**config.mk**
```make
export PLATFORM = sky130hd
export DESIGN_NAME = ps2_kbd_ctrl
export DESIGN_NICKNAME = d
export VERILOG_FILES = /design/src/rtl/ps2_kbd_pkg.sv /design/src/rtl/bcd_cnt2.sv /design/src/rtl/ps2_kbd_ctrl.sv
export SDC_FILE = /design/constraint.sdc
export NUM_CORES = 1
export LEC_CHECK = 0
export ABC_AREA = 1
export CORE_MARGIN = 2
export CORE_UTILIZATION = 55
export DETAILED_ROUTE_END_ITERATION = 7
export PLACE_DENSITY = 0.83
export SETUP_SLACK_MARGIN = 0.5
export SYNTH_ARGS = -nofsm -noshare
export SYNTH_HDL_FRONTEND = slang
export SYNTH_HIERARCHICAL = 1
export SYNTH_SLANG_ARGS = --single-unit
```
**constraint.sdc**
```tcl
create_clock -name clk -period 2.16 [get_ports clk]
set_input_delay 0.432 -clock clk [delete_from_list [all_inputs] [get_ports clk]]
set_output_delay 0.432 -clock clk [all_outputs]
set_load 0.02 [all_outputs]
```
**src/rtl/ps2_kbd_pkg.sv**
```systemverilog
// Shared types and constants for the PS/2 keyboard sequencing controller.
package ps2_kbd_pkg;

  // Pop sequencer states: capture, pop/decode, settle
  typedef enum logic [1:0] {
    S_IDLE   = 2'd0,
    S_POP    = 2'd1,
    S_SETTLE = 2'd2
  } state_t;

  localparam logic [7:0] BRK_CODE_DEF = 8'hF0;
  localparam logic [7:0] EXT_CODE_DEF = 8'hE0;

  // Width of one BCD digit; the press counter holds two of them
  localparam int BCD_W = 4;

endpackage

```
**src/rtl/bcd_cnt2.sv**
```systemverilog
// Two-digit BCD counter, 00..99 with wrap back to 00.
module bcd_cnt2
  import ps2_kbd_pkg::*;
(
  input  logic               clk,
  input  logic               clrn,
  input  logic               inc,
  output logic [2*BCD_W-1:0] cnt
);

  logic [1:0][BCD_W-1:0] dig;
  logic [1:0]            carry;

  // Ones digit steps on inc; tens digit steps when ones rolls over 9
  assign carry = {inc && (dig[0] == BCD_W'(9)), inc};

  // Per-digit increment with 9 -> 0 rollover
  always_ff @(posedge clk or negedge clrn) begin
    if (!clrn) begin
      dig <= '0;
    end else begin
      for (int i = 0; i < 2; i++) begin
        if (carry[i]) dig[i] <= (dig[i] == BCD_W'(9)) ? '0 : dig[i] + BCD_W'(1);
      end
    end
  end

  assign cnt = dig;

endmodule

```
**src/rtl/ps2_kbd_ctrl.sv**
```systemverilog
// Pops scancode bytes from the ps2_keyboard FIFO, decodes F0/E0 prefixes into
// make/break events, holds the current key, counts presses in BCD and latches
// FIFO overflow.
module ps2_kbd_ctrl
  import ps2_kbd_pkg::*;
#(
  parameter logic [7:0]  BRK_CODE    = BRK_CODE_DEF,
  parameter logic [7:0]  EXT_CODE    = EXT_CODE_DEF,
  parameter logic [15:0] PFX_TIMEOUT = 16'd50000
) (
  input  logic       clk,
  input  logic       clrn,
  input  logic [7:0] kb_data,
  input  logic       kb_ready,
  input  logic       kb_overflow,
  output logic       nextdata_n,
  output logic [7:0] scancode,
  output logic       ext,
  output logic       key_down,
  output logic       evt_valid,
  output logic       evt_break,
  output logic [7:0] press_cnt,
  output logic       ovf_seen,
  input  logic       ovf_clr
);

  state_t      state;
  logic [7:0]  byte_r;
  logic        brk_pend;
  logic        ext_pend;
  logic [15:0] tmo_cnt;

  logic is_brk, is_ext, same_key, press_inc;

  assign is_brk   = (byte_r == BRK_CODE);
  assign is_ext   = (byte_r == EXT_CODE);
  assign same_key = (byte_r == scancode) && (ext_pend == ext);
  // A new press is a make that is not a typematic repeat of the held key
  assign press_inc = (state == S_POP) && !is_brk && !is_ext && !brk_pend &&
                     !(key_down && same_key);

  bcd_cnt2 u_press_cnt (
    .clk  (clk),
    .clrn (clrn),
    .inc  (press_inc),
    .cnt  (press_cnt)
  );

  // Pop sequencer, prefix decode, key state and prefix timeout
  always_ff @(posedge clk or negedge clrn) begin
    if (!clrn) begin
      state      <= S_IDLE;
      nextdata_n <= 1'b1;
      byte_r     <= '0;
      scancode   <= '0;
      ext        <= 1'b0;
      key_down   <= 1'b0;
      evt_valid  <= 1'b0;
      evt_break  <= 1'b0;
      brk_pend   <= 1'b0;
      ext_pend   <= 1'b0;
      tmo_cnt    <= '0;
    end else begin
      evt_valid <= 1'b0;
      case (state)
        S_IDLE: begin
          if (kb_ready) begin
            byte_r     <= kb_data;
            nextdata_n <= 1'b0;
            tmo_cnt    <= '0;
            state      <= S_POP;
          end else if ((brk_pend || ext_pend) && (PFX_TIMEOUT != 16'd0)) begin
            // Stale prefix: drop it after PFX_TIMEOUT idle cycles
            if (tmo_cnt == PFX_TIMEOUT - 16'd1) begin
              brk_pend <= 1'b0;
              ext_pend <= 1'b0;
              tmo_cnt  <= '0;
            end else begin
              tmo_cnt <= tmo_cnt + 16'd1;
            end
          end
        end
        S_POP: begin
          nextdata_n <= 1'b1;
          state      <= S_SETTLE;
          if (is_brk) begin
            brk_pend <= 1'b1;
          end else if (is_ext) begin
            ext_pend <= 1'b1;
          end else if (brk_pend) begin
            evt_valid <= 1'b1;
            evt_break <= 1'b1;
            // Releasing some other key leaves the held key pressed
            if (same_key) key_down <= 1'b0;
            brk_pend <= 1'b0;
            ext_pend <= 1'b0;
          end else begin
            evt_valid <= 1'b1;
            evt_break <= 1'b0;
            if (!(key_down && same_key)) begin
              scancode <= byte_r;
              ext      <= ext_pend;
              key_down <= 1'b1;
            end
            ext_pend <= 1'b0;
          end
        end
        S_SETTLE: state <= S_IDLE;
        default: begin
          state      <= S_IDLE;
          nextdata_n <= 1'b1;
        end
      endcase
    end
  end

  // Sticky overflow flag; a new overflow beats a simultaneous clear
  always_ff @(posedge clk or negedge clrn) begin
    if (!clrn)            ovf_seen <= 1'b0;
    else if (kb_overflow) ovf_seen <= 1'b1;
    else if (ovf_clr)     ovf_seen <= 1'b0;
  end

endmodule

```
==> results.ini, run 1 <==
[setup_path]
start_kind=register
endpoint=nextdata_n
slowest_stage=dfstp_2
reg2reg_slack_ps=580
cp_num_buf_inv=1
r2r-end=u_press_cnt/cnt[4]
path_depth=1
cp-startpoint=nextdata_n
path_cells=dlygate4sd2_1
critical_path.top_delay_family=flip-flops
setup.worst_path.end_class=output pin
ff2ff_path_depth=10
cp.arrival_ps=1180
cp_max_fo=2
critical-path-max-stage-delay_ps=540
path_class=reg -> out
reg2reg_from=state[0]
required_ps=1730

[route]
first_pass_iters=4
drtIter0Drc=165
wl_mm=5.917
final_antenna_net_count=0
drc=0
vias_per_cell=5.215
vias=2357
wl_per_cell_um=13.09

[synth]
ys_ff_latch=50
syn_nets=348
synth_most_common_cell=nand2_1
post-synth-top-area-fraction_pct=45.77
synth.largest_area_cell=dfrtp_1
synth_top_flop_cell=dfrtp_1
avgSynthCellArea_um2=8.020
ys_warn_count=6
yosysUniqueCellTypes=33
async_reset_ff_share_pct=100.0
yosysSeqAreaShare_pct=46.75
synth-edff-count=0
synthTopCellsByCount=nand2_1 (100), dfrtp_1 (49), nand3_1 (36)
syn-cell-area_um2=2679
syn_inst=334
synth_area_leaders=dfrtp_1 (46%), nand2_1 (14%), nand3_1 (6.7%), nor2_1 (4.3%), inv_1 (3.5%)

[status]
status=finished clean

[power_and_ir_drop]
power.static_leakage_nw=1.597
powerDensity_nw_per_um2=965.5
vdd_drop_max_v=0.0007092

[timing]
worstMarginPinSlew_ps=618.5
finalHoldViolCount=0
fin_crit_ps=1617
relSlewSlack_pct=58.76
tns_ps=0
slew_violations=0
post-route-period-util_pct=74.85
rsz0062_at_grt=true
setup_viol=0
clock_skew_ps=11.97
timing.fmax_mhz=618.5

[layout]
drive_gt1_share_pct=18.96
antennaDiodeCount=0
num-nets-final=398
final_util_pct=70.65
synthToLayoutAreaGrowth_pct=24.57

[global_routing]
grt_use_total_pct=23.64
grt_pass1_vias=2211
grt_overflow_total=0
grt_max_degree=51
grt_pass1_wl_mm=9.922
antenna_found_initial=0

[placed_design]
routabilityCongestion=0.8853
hpwl_mm=4.115
port_buffers=34

[die]
io_pins=35
fp.dieH_um=73.79
core_area_um2=4723
start_util_pct=56.72
die_w_um=73.79
dieArea_um2=5445
num_rows=25

[clock_tree]
clk_pin_slew_ps=90
postCtsHoldBufs=0
numCtsBuffers=5
cts-root-buf=clkbuf_8
cts-htree-levels=2
cts_tree=yes
clock-sinks=50
clk_latency_ps=310
cts_buffer_depth=2

[job]
drv_cap=0

[min_path]
hold_class=in -> async

[power by group]
part,leakage [nW],total [W],switching [W],internal [W]
logic,0.899,0.00117,0.000704,0.000462
clock network,0.0585,0.000682,0.000304,0.000378
registers,0.640,0.00137,0.000230,0.00114
total,1.60,0.00322,0.00124,0.00198
[cells by family (layout without fill, tap and decap cells)]
group / count (synthesis) / in the layout / share of synthesized area (%)
xor gates and xnor gates: 11 / 11 / 3.596
buffers and inverters: 42 / 93 / 6.866
adders and majority gates: 1 / 1 / 0.4670
DFF: 50 / 50 / 46.75
and+or+nand+nor: 203 / 203 / 36.85
AOI/OAI and AO/OA: 27 / 27 / 5.464
[layout by cell type (no fill, tap or decap), types with 2 or more instances in the layout]
cell / synthesis / final
dfrtp_2: 0 / 4
nand3_1: 36 / 34
dfrtp_1: 49 / 45
nand3_2: 3 / 4
nand2_1: 100 / 98
nor3_2: 2 / 2
buf_4: 1 / 13
nand2_2: 4 / 4
nand4_1: 7 / 7
nand2_4: 4 / 3
nand3_4: 1 / 2
inv_2: 12 / 12
nor2_4: 8 / 9
o21bai_1: 2 / 2
a21oi_1: 8 / 8
o21ai_0: 7 / 7
xor2_1: 4 / 4
nor2_1: 31 / 29
inv_4: 1 / 2
clkbuf_8: 0 / 6
a31oi_1: 2 / 2
clkdlybuf4s50_1: 0 / 11
nand2_8: 0 / 3
dlygate4sd2_1: 0 / 22
inv_1: 25 / 23
xnor2_1: 7 / 7
nor2_2: 3 / 4
o21ai_1: 7 / 7
[state kept, by name, summed over array words and instances (netlist names), 2 cells and up]
register,flops
byte_r,8
state,2
tmo_cnt,16
u_press_cnt/cnt,8
scancode,8
[final cells by class]
type / instances / area [um2]
clock buffer: 7 / 86.33
clock inverter: 1 / 30.03
fill: 390 / 1386
inverter: 38 / 155.1
multi-input combinational: 242 / 1319
sequential: 50 / 1257
tap: 67 / 83.83
timing repair buffer: 47 / 405.4
[what timing repair did]
| item | 4_1_cts | 5_1_grt |
|---|---|---|
| pin swaps | 5 | 11 |
| endpoints found under the hold margin | 0 | 0 |
| resized for setup | 24 | 17 |
| setup buffers | 5 | 5 |
| endpoints found under the setup margin | 29 | 18 |
[worst min-delay path by stage]
stage / start / end / slack, ps
after CTS: clrn / tmo_cnt[2] / 240
after global placement: scancode[2] / scancode[2] / 480
final: clrn / tmo_cnt[2] / 210
after global routing: clrn / tmo_cnt[2] / 250
after floorplan: clrn / brk_pend / 140
after detailed placement: scancode[2] / scancode[2] / 490
[per-layer routing]
metal	track usage [%]	part of all wire (%)	routed length [um]
met5	0	0	0
met3	5.213	5.7	335
met4	7.071	1.5	87
met1	29.57	41	2418
met2	40.77	52	3076
[stage by stage]
| step | total power, W | setup WS [ps] | std cells | area, um2 | hold slack, ps |
|---|---|---|---|---|---|
| after floorplan | 0.002101 | 507.7 | 334 | 2693 | 136.4 |
| after global placement | 0.002528 | 233.2 | 434 | 3095 | 480.3 |
| after detailed placement | 0.002556 | 184.4 | 434 | 3095 | 490.2 |
| after CTS | 0.003160 | 495.2 | 447 | 3236 | 242.4 |
| after global routing | 0.003413 | 451.8 | 452 | 3337 | 253.1 |
| final | 0.003222 | 543.3 | 452 | 3337 | 207.9 |
[worst register-to-register path: stages (launching register included)]
cell	delay, ps
dfrtp_1	400
inv_2	70
nor2_4	170
o21ai_4	100
nor2_4	180
nand2_8	90
inv_8	70
nand2_8	50
inv_4	70
nand3_4	100
xor2_1	170
(Power assumes the default switching activity.)
==> run 2, diff against run 1 <==
--- a/config.mk
+++ b/config.mk
@@ -7,9 +7,9 @@
 export LEC_CHECK = 0
 export ABC_AREA = 1
 export CORE_MARGIN = 2
-export CORE_UTILIZATION = 55
+export CORE_UTILIZATION = 50
 export DETAILED_ROUTE_END_ITERATION = 7
-export PLACE_DENSITY = 0.83
+export PLACE_DENSITY = 0.79
 export SETUP_SLACK_MARGIN = 0.5
 export SYNTH_ARGS = -nofsm -noshare
 export SYNTH_HDL_FRONTEND = slang
==> constraint.sdc (replaced) <==
create_clock -name clk -period 1.4 [get_ports clk]
set_input_delay 0.28 -clock clk [delete_from_list [all_inputs] [get_ports clk]]
set_output_delay 0.28 -clock clk [all_outputs]
set_load 0.02 [all_outputs]
==> run 2 against run 1 <==
Effect of this change: the run now ends with setup timing left; utilization up 16 points; clock skew grew 6.3 ps; highest routed layer unchanged; final area up 34%; final cell count grew 16%; first-iteration DRC count grew to 2.6 times the previous value; sequential share of layout area is 9.4 points lower; critical path depth rose by 12; sequential power rose by 57%.
==> results.ini, run 2 (synthesis results as in run 1) <==
[setup_path]
cp_max_fo=4  ; +2
cp.arrival_ps=2150  ; +970 ps
reg2reg_from=ext_pend
path_class=reg -> reg
start_kind=register
r2r-end=u_press_cnt/cnt[3]
reg2reg_slack_ps=-550  ; -1130 ps
required_ps=1590  ; -140 ps
setup.worst_path.end_class=register
ff2ff_path_depth=13  ; +3

[power_and_ir_drop]
p_switching_w=0.002799  ; +130%
power_frac_clock_pct=18.8  ; -2.4 points
vdd_drop_max_v=0.001390  ; +96%
switching_share_pct=39.71  ; +1.3 points
power.internal_w=0.004250  ; +110%
pwr-share-comb_pct=50.6  ; +14 points
power.static_leakage_nw=2.118  ; +33%
seqPwrFrac_pct=30.5  ; -12 points
fin_total_pwr_w=0.007049  ; +120%
powerDensity_nw_per_um2=1580  ; +64%

[clock_tree]
cts_tree=yes
cts_buffer_depth=2  ; unchanged
clk_latency_ps=330  ; +20 ps
clock-sinks=50  ; unchanged
clk_pin_slew_ps=110  ; +20 ps
cts-root-buf=clkbuf_8
cts-htree-levels=2  ; unchanged
numCtsBuffers=5  ; unchanged

[die]
die_w_um=77.20  ; +4.6%
core_area_um2=5140  ; +8.8%
io_pins=35  ; unchanged
num_rows=26  ; +4.0%
start_util_pct=52.12  ; -4.6 points
dieArea_um2=5959  ; +9.4%
fp.dieH_um=77.20  ; +4.6%

[layout]
fin_cells=524  ; +16%
fillerInstances=215  ; -45%
fin_area_um2=4462  ; +34%
drive_gt1_share_pct=51.98  ; +33 points
synthToLayoutAreaGrowth_pct=66.56
largest-register=tmo_cnt
layout_common_cells=nand2_1 (65), buf_4 (50), buf_6 (48), dfrtp_1 (40), nand2_2 (24)
largest_reg_flops=16  ; unchanged
antennaDiodeCount=0  ; unchanged
num-nets-final=467  ; +17%
final_common_cell=nand2_1

[global_routing]
antenna_found_initial=0  ; unchanged
grt_pass1_vias=2881  ; +30%
grt_overflow_total=0  ; unchanged
grt_pass1_wl_mm=13.40  ; +35%
grt_use_total_pct=28.55  ; +4.9 points
grt_max_degree=51  ; unchanged

[route]
drtIter0Drc=423  ; +160%
final_antenna_net_count=0  ; unchanged
drc=0  ; unchanged
wl_per_cell_um=21.77  ; +66%
wl_mm=11.41  ; +93%
vias=3152  ; +34%
vias_per_cell=6.015  ; +15%
first_pass_iters=5  ; +1

[placed_design]
hpwl_mm=4.718  ; +15%
port_buffers=34  ; unchanged
placed_area_um2=3563  ; +15%
dp_cells=489  ; +13%
routabilityCongestion=0.8686  ; -1.9%

[timing]
setup_viol=36  ; +36
post-route-period-util_pct=139.5
finalHoldViolCount=0  ; unchanged
fin_crit_ps=1953
rsz0062_at_grt=true
timing.fmax_mhz=511.9
worstMarginPinSlew_ps=327.6  ; -290.9 ps
worst_hold_slack_ps=458.9  ; +251.0 ps
relSlewSlack_pct=77.93  ; +19 points
fin_ws_ps=-553.3  ; -1097 ps
slew_violations=0  ; unchanged
tns_ps=-9564  ; -9564 ps
clock_skew_ps=18.24  ; +6.273 ps

[job]
drv_cap=0  ; unchanged

[min_path]
hold_class=in -> async

[status]
status=finished with violations
violations=setup timing

==> run 2: cell count changes in the layout (fill, tap and decap cells not counted), moves of 6 or more <==
cell and change:
buf_6 +48, buf_4 +37, nand2_1 -33, dlygate4sd2_1 -22, nand2_2 +20, nand2_4 +14, nand3_1 -12, nand3_2 +8
nor2_1 -6
==> run 2: stage by stage <==
stage | worst slack (ps) | util (%)
floorplan | -190.7 | -
global placement | -146.2 | 69.33
detailed placement | -192.7 | 69.33
CTS | -188.3 | 80.53
global route | -534.1 | 86.81
finish | -553.3 | 86.81
==> run 2: layout make-up <==
| cell class | instances | area [um2] | share of cell area [%] |
|---|---|---|---|
| Timing Repair Buffer | 116 | 1131 | 25.35 |
| Sequential cell | 50 | 1264 | 28.32 |
| Clock inverter | 2 | 60.06 | 1.346 |
| Clock buffer | 6 | 82.58 | 1.851 |
| Multi-Input combinational cell | 242 | 1648 | 36.93 |
| Tap cell | 70 | 87.58 | 1.963 |
| Inverter | 38 | 188.9 | 4.234 |
==> run 2: routing by layer <==
layer,global-route usage [%],part of all wire [%]
met5,0,0
met3,4.824,8.0
met2,52.87,49
met4,13.39,8.6
met1,31.49,34
==> run 2: worst max-delay path by stage <==
stage	startpoint	endpoint	slack, ps	cells after the start
after floorplan	ext	u_press_cnt/cnt[4]	-190	12
after global placement	kb_ready	tmo_cnt[9]	-150	7
after detailed placement	ext_pend	u_press_cnt/cnt[4]	-190	13
after CTS	byte_r[7]	u_press_cnt/cnt[4]	-190	13
after global routing	ext_pend	u_press_cnt/cnt[3]	-530	13
final	ext_pend	u_press_cnt/cnt[3]	-550	13
==> run 2: power by group through the flow <==
stage	Sequential (W)	Combinational, W	Clock [W]
final	0.00215	0.00357	0.00133
after global routing	0.00218	0.00372	0.00135
after CTS	0.00205	0.00295	0.00127
after detailed placement	0.00203	0.00249	0
after global placement	0.00202	0.00241	0
after floorplan	0.00238	0.000918	0
==> run 2: timing repair <==
item / 4_1_cts / 5_1_grt
pin swaps: 31 / 33
setup endpoints to repair: 70 / 70
gates cloned: 1 / 0
gates resized for setup: 204 / 66
hold buffers: 1 / 0
setup buffers: 16 / 9
endpoints found under the hold margin: 49 / 0
==> run 2: worst max-delay path, stage by stage, from the launching register on <==
cell and delay, ps:
dfrtp_1 470, inv_2 70, nand2_2 110, nand2_4 70, nor2_4 80, nand2_2 70, nor2_4 170, nand3_4 120
nand2_4 120, inv_4 50, nand2_4 100, nor2_4 60, a21oi_1 230, nor2_1 100
==> run 3, diff against run 2 <==
--- a/config.mk
+++ b/config.mk
@@ -11,6 +11,7 @@
 export DETAILED_ROUTE_END_ITERATION = 7
 export PLACE_DENSITY = 0.79
 export SETUP_SLACK_MARGIN = 0.5
+export SKIP_CTS_REPAIR_TIMING = 1
 export SYNTH_ARGS = -nofsm -noshare
 export SYNTH_HDL_FRONTEND = slang
 export SYNTH_HIERARCHICAL = 1
==> run 3 against run 2 <==
Effect of this change: the run still ends with setup timing left; first-iteration DRC count decreased by 49%; critical path type unchanged; critical path depth unchanged; register-to-register slack improved by 240 ps; non-clock buffer count decreased by 1; combinational power decreased by 10%; largest power group unchanged; utilization decreased by 2.3 points; worst hold slack improved by 16 ps.
==> results.ini, run 3 (synthesis results as in run 1) <==
[setup_path]
required_ps=1600  ; about the same
cp.arrival_ps=1920  ; -230 ps
path_class=reg -> reg
setup.worst_path.end_class=register
start_kind=register
reg2reg_slack_ps=-310  ; +240 ps
cp_max_fo=4  ; unchanged

[die]
dieArea_um2=5959  ; unchanged
fp.dieH_um=77.20  ; unchanged
core_area_um2=5140  ; unchanged
io_pins=35  ; unchanged
die_w_um=77.20  ; unchanged
start_util_pct=52.12  ; unchanged
num_rows=26  ; unchanged

[route]
vias=2955  ; -6.3%
first_pass_iters=5  ; unchanged
wl_mm=9.606  ; -16%
drtIter0Drc=217  ; -49%
drc=0  ; unchanged
wl_per_cell_um=18.33  ; -16%
final_antenna_net_count=0  ; unchanged
vias_per_cell=5.639  ; -6.2%

[clock_tree]
clock-sinks=50  ; unchanged
cts-htree-levels=2  ; unchanged
clk_latency_ps=310  ; -20 ps
numCtsBuffers=5  ; unchanged
cts_buffer_depth=2  ; unchanged
cts-root-buf=clkbuf_8
clk_pin_slew_ps=100  ; about the same
cts_tree=yes

[timing]
clock_skew_ps=12.38  ; -5.864 ps
tns_ps=-7108  ; +2456 ps
worstMarginPinSlew_ps=300.8  ; -26.81 ps
timing.fmax_mhz=583.2  ; +14%
relSlewSlack_pct=79.92  ; +2.0 points
rsz0062_at_grt=true
finalHoldViolCount=0  ; unchanged
fin_ws_ps=-314.7  ; +238.6 ps
fin_crit_ps=1715  ; -238.6 ps
post-route-period-util_pct=122.5  ; -17 points
worst_hold_slack_ps=474.6  ; +15.74 ps
slew_violations=0  ; unchanged
setup_viol=36  ; unchanged

[global_routing]
grt_overflow_total=0  ; unchanged
grt_pass1_wl_mm=11.23  ; -16%
antenna_found_initial=0  ; unchanged
grt_max_degree=51  ; unchanged
grt_use_total_pct=23.39  ; -5.2 points
grt_pass1_vias=2505  ; -13%

[layout]
layout_common_cells=nand2_1 (75), buf_4 (58), dfrtp_1 (42), buf_6 (37)
multiInputGateArea_um2=1570  ; -4.7%
largest_reg_flops=16  ; unchanged
final_common_cell=nand2_1
seqCellArea_um2=1261  ; -0.20%
largest-register=tmo_cnt
antennaDiodeCount=0  ; unchanged
synthToLayoutAreaGrowth_pct=62.21
drive_gt1_share_pct=48.90  ; -3.1 points
num-nets-final=467  ; unchanged
fillerInstances=264  ; +23%

[job]
drv_cap=0  ; unchanged

[power_and_ir_drop]
seqPwrFrac_pct=31.7  ; +1.2 points
pwr-share-comb_pct=48.8  ; -1.8 points
powerDensity_nw_per_um2=1509  ; -4.5%
power_frac_clock_pct=19.5  ; +0.7 points
vdd_drop_max_v=0.001163  ; -16%
power.static_leakage_nw=2.068  ; -2.4%
p_switching_w=0.002478  ; -11%
switching_share_pct=37.79  ; -1.9 points
power.internal_w=0.004079  ; -4.0%

[placed_design]
port_buffers=34  ; unchanged
routabilityCongestion=0.8686  ; unchanged
hpwl_mm=4.718  ; unchanged

[status]
status=finished with violations
violations=setup timing

[min_path]
hold_class=in -> async

==> run 3: cell count changes in the layout (fill, tap and decap cells not counted), sizes merged <==
cell    change
buf         -2
clkbuf      +1
clkinv      +1
==> run 3: final timing paths <==
kind	start	to	depth (start not counted)
setup / recovery	ext_pend	u_press_cnt/cnt[1]	13
hold / removal	clrn	tmo_cnt[6]	3
setup reg to reg	ext_pend	u_press_cnt/cnt[1]	13
hold reg to reg	evt_break	evt_break	2
max in group asynchronous	clrn	nextdata_n	3
min in group clk	kb_data[4]	byte_r[4]	3
==> run 3: power by group through the flow <==
stage	clock network (W)	logic [W]	registers [W]
floorplan	0	0.000918	0.00238
global placement	0	0.00241	0.00202
detailed placement	0	0.00249	0.00203
CTS	0.00127	0.00252	0.00200
global route	0.00134	0.00335	0.00211
finish	0.00128	0.00320	0.00208
==> run 3: per-layer routing <==
metal | global-route usage, % | routed length, um
met1 | 27.94 | 3562
met2 | 42.35 | 5069
met3 | 4.000 | 548
met4 | 7.857 | 425
met5 | 0 | 0
==> run 3: final cells by class <==
class                           count  area share (%)
Multi-Input combinational cell    242           36.14
Sequential cell                    50           29.02
Timing Repair Buffer              115           25.25
Inverter                           38           3.916
Tap cell                           70           2.016
Clock buffer                        6           1.900
Clock inverter                      2           1.382
Timing Repair inverter              1          0.3743
==> run 3: through the flow <==
step	total power [W]	area [um2]	setup WS, ps	utilization [%]	instances
after floorplan	0.003298	2751	-190.7	-	334
after global placement	0.004433	3563	-146.2	69.33	489
after detailed placement	0.004513	3563	-192.7	69.33	489
after CTS	0.005792	3706	-315.3	72.10	497
after global routing	0.006798	4345	-376.3	84.54	524
final	0.006557	4345	-314.7	84.54	524
==> run 3: critical path, stage by stage (launching register included) <==
cell and delay, ps:
dfrtp_1 450, nand2_1 130, nand2_1 80, nor2_2 100, nand2_2 80, nor2_4 140, nand3_4 110, nand2_4 90
inv_4 40, nand2_4 80, inv_4 50, buf_4 130, o21ai_2 40, a21oi_1 80
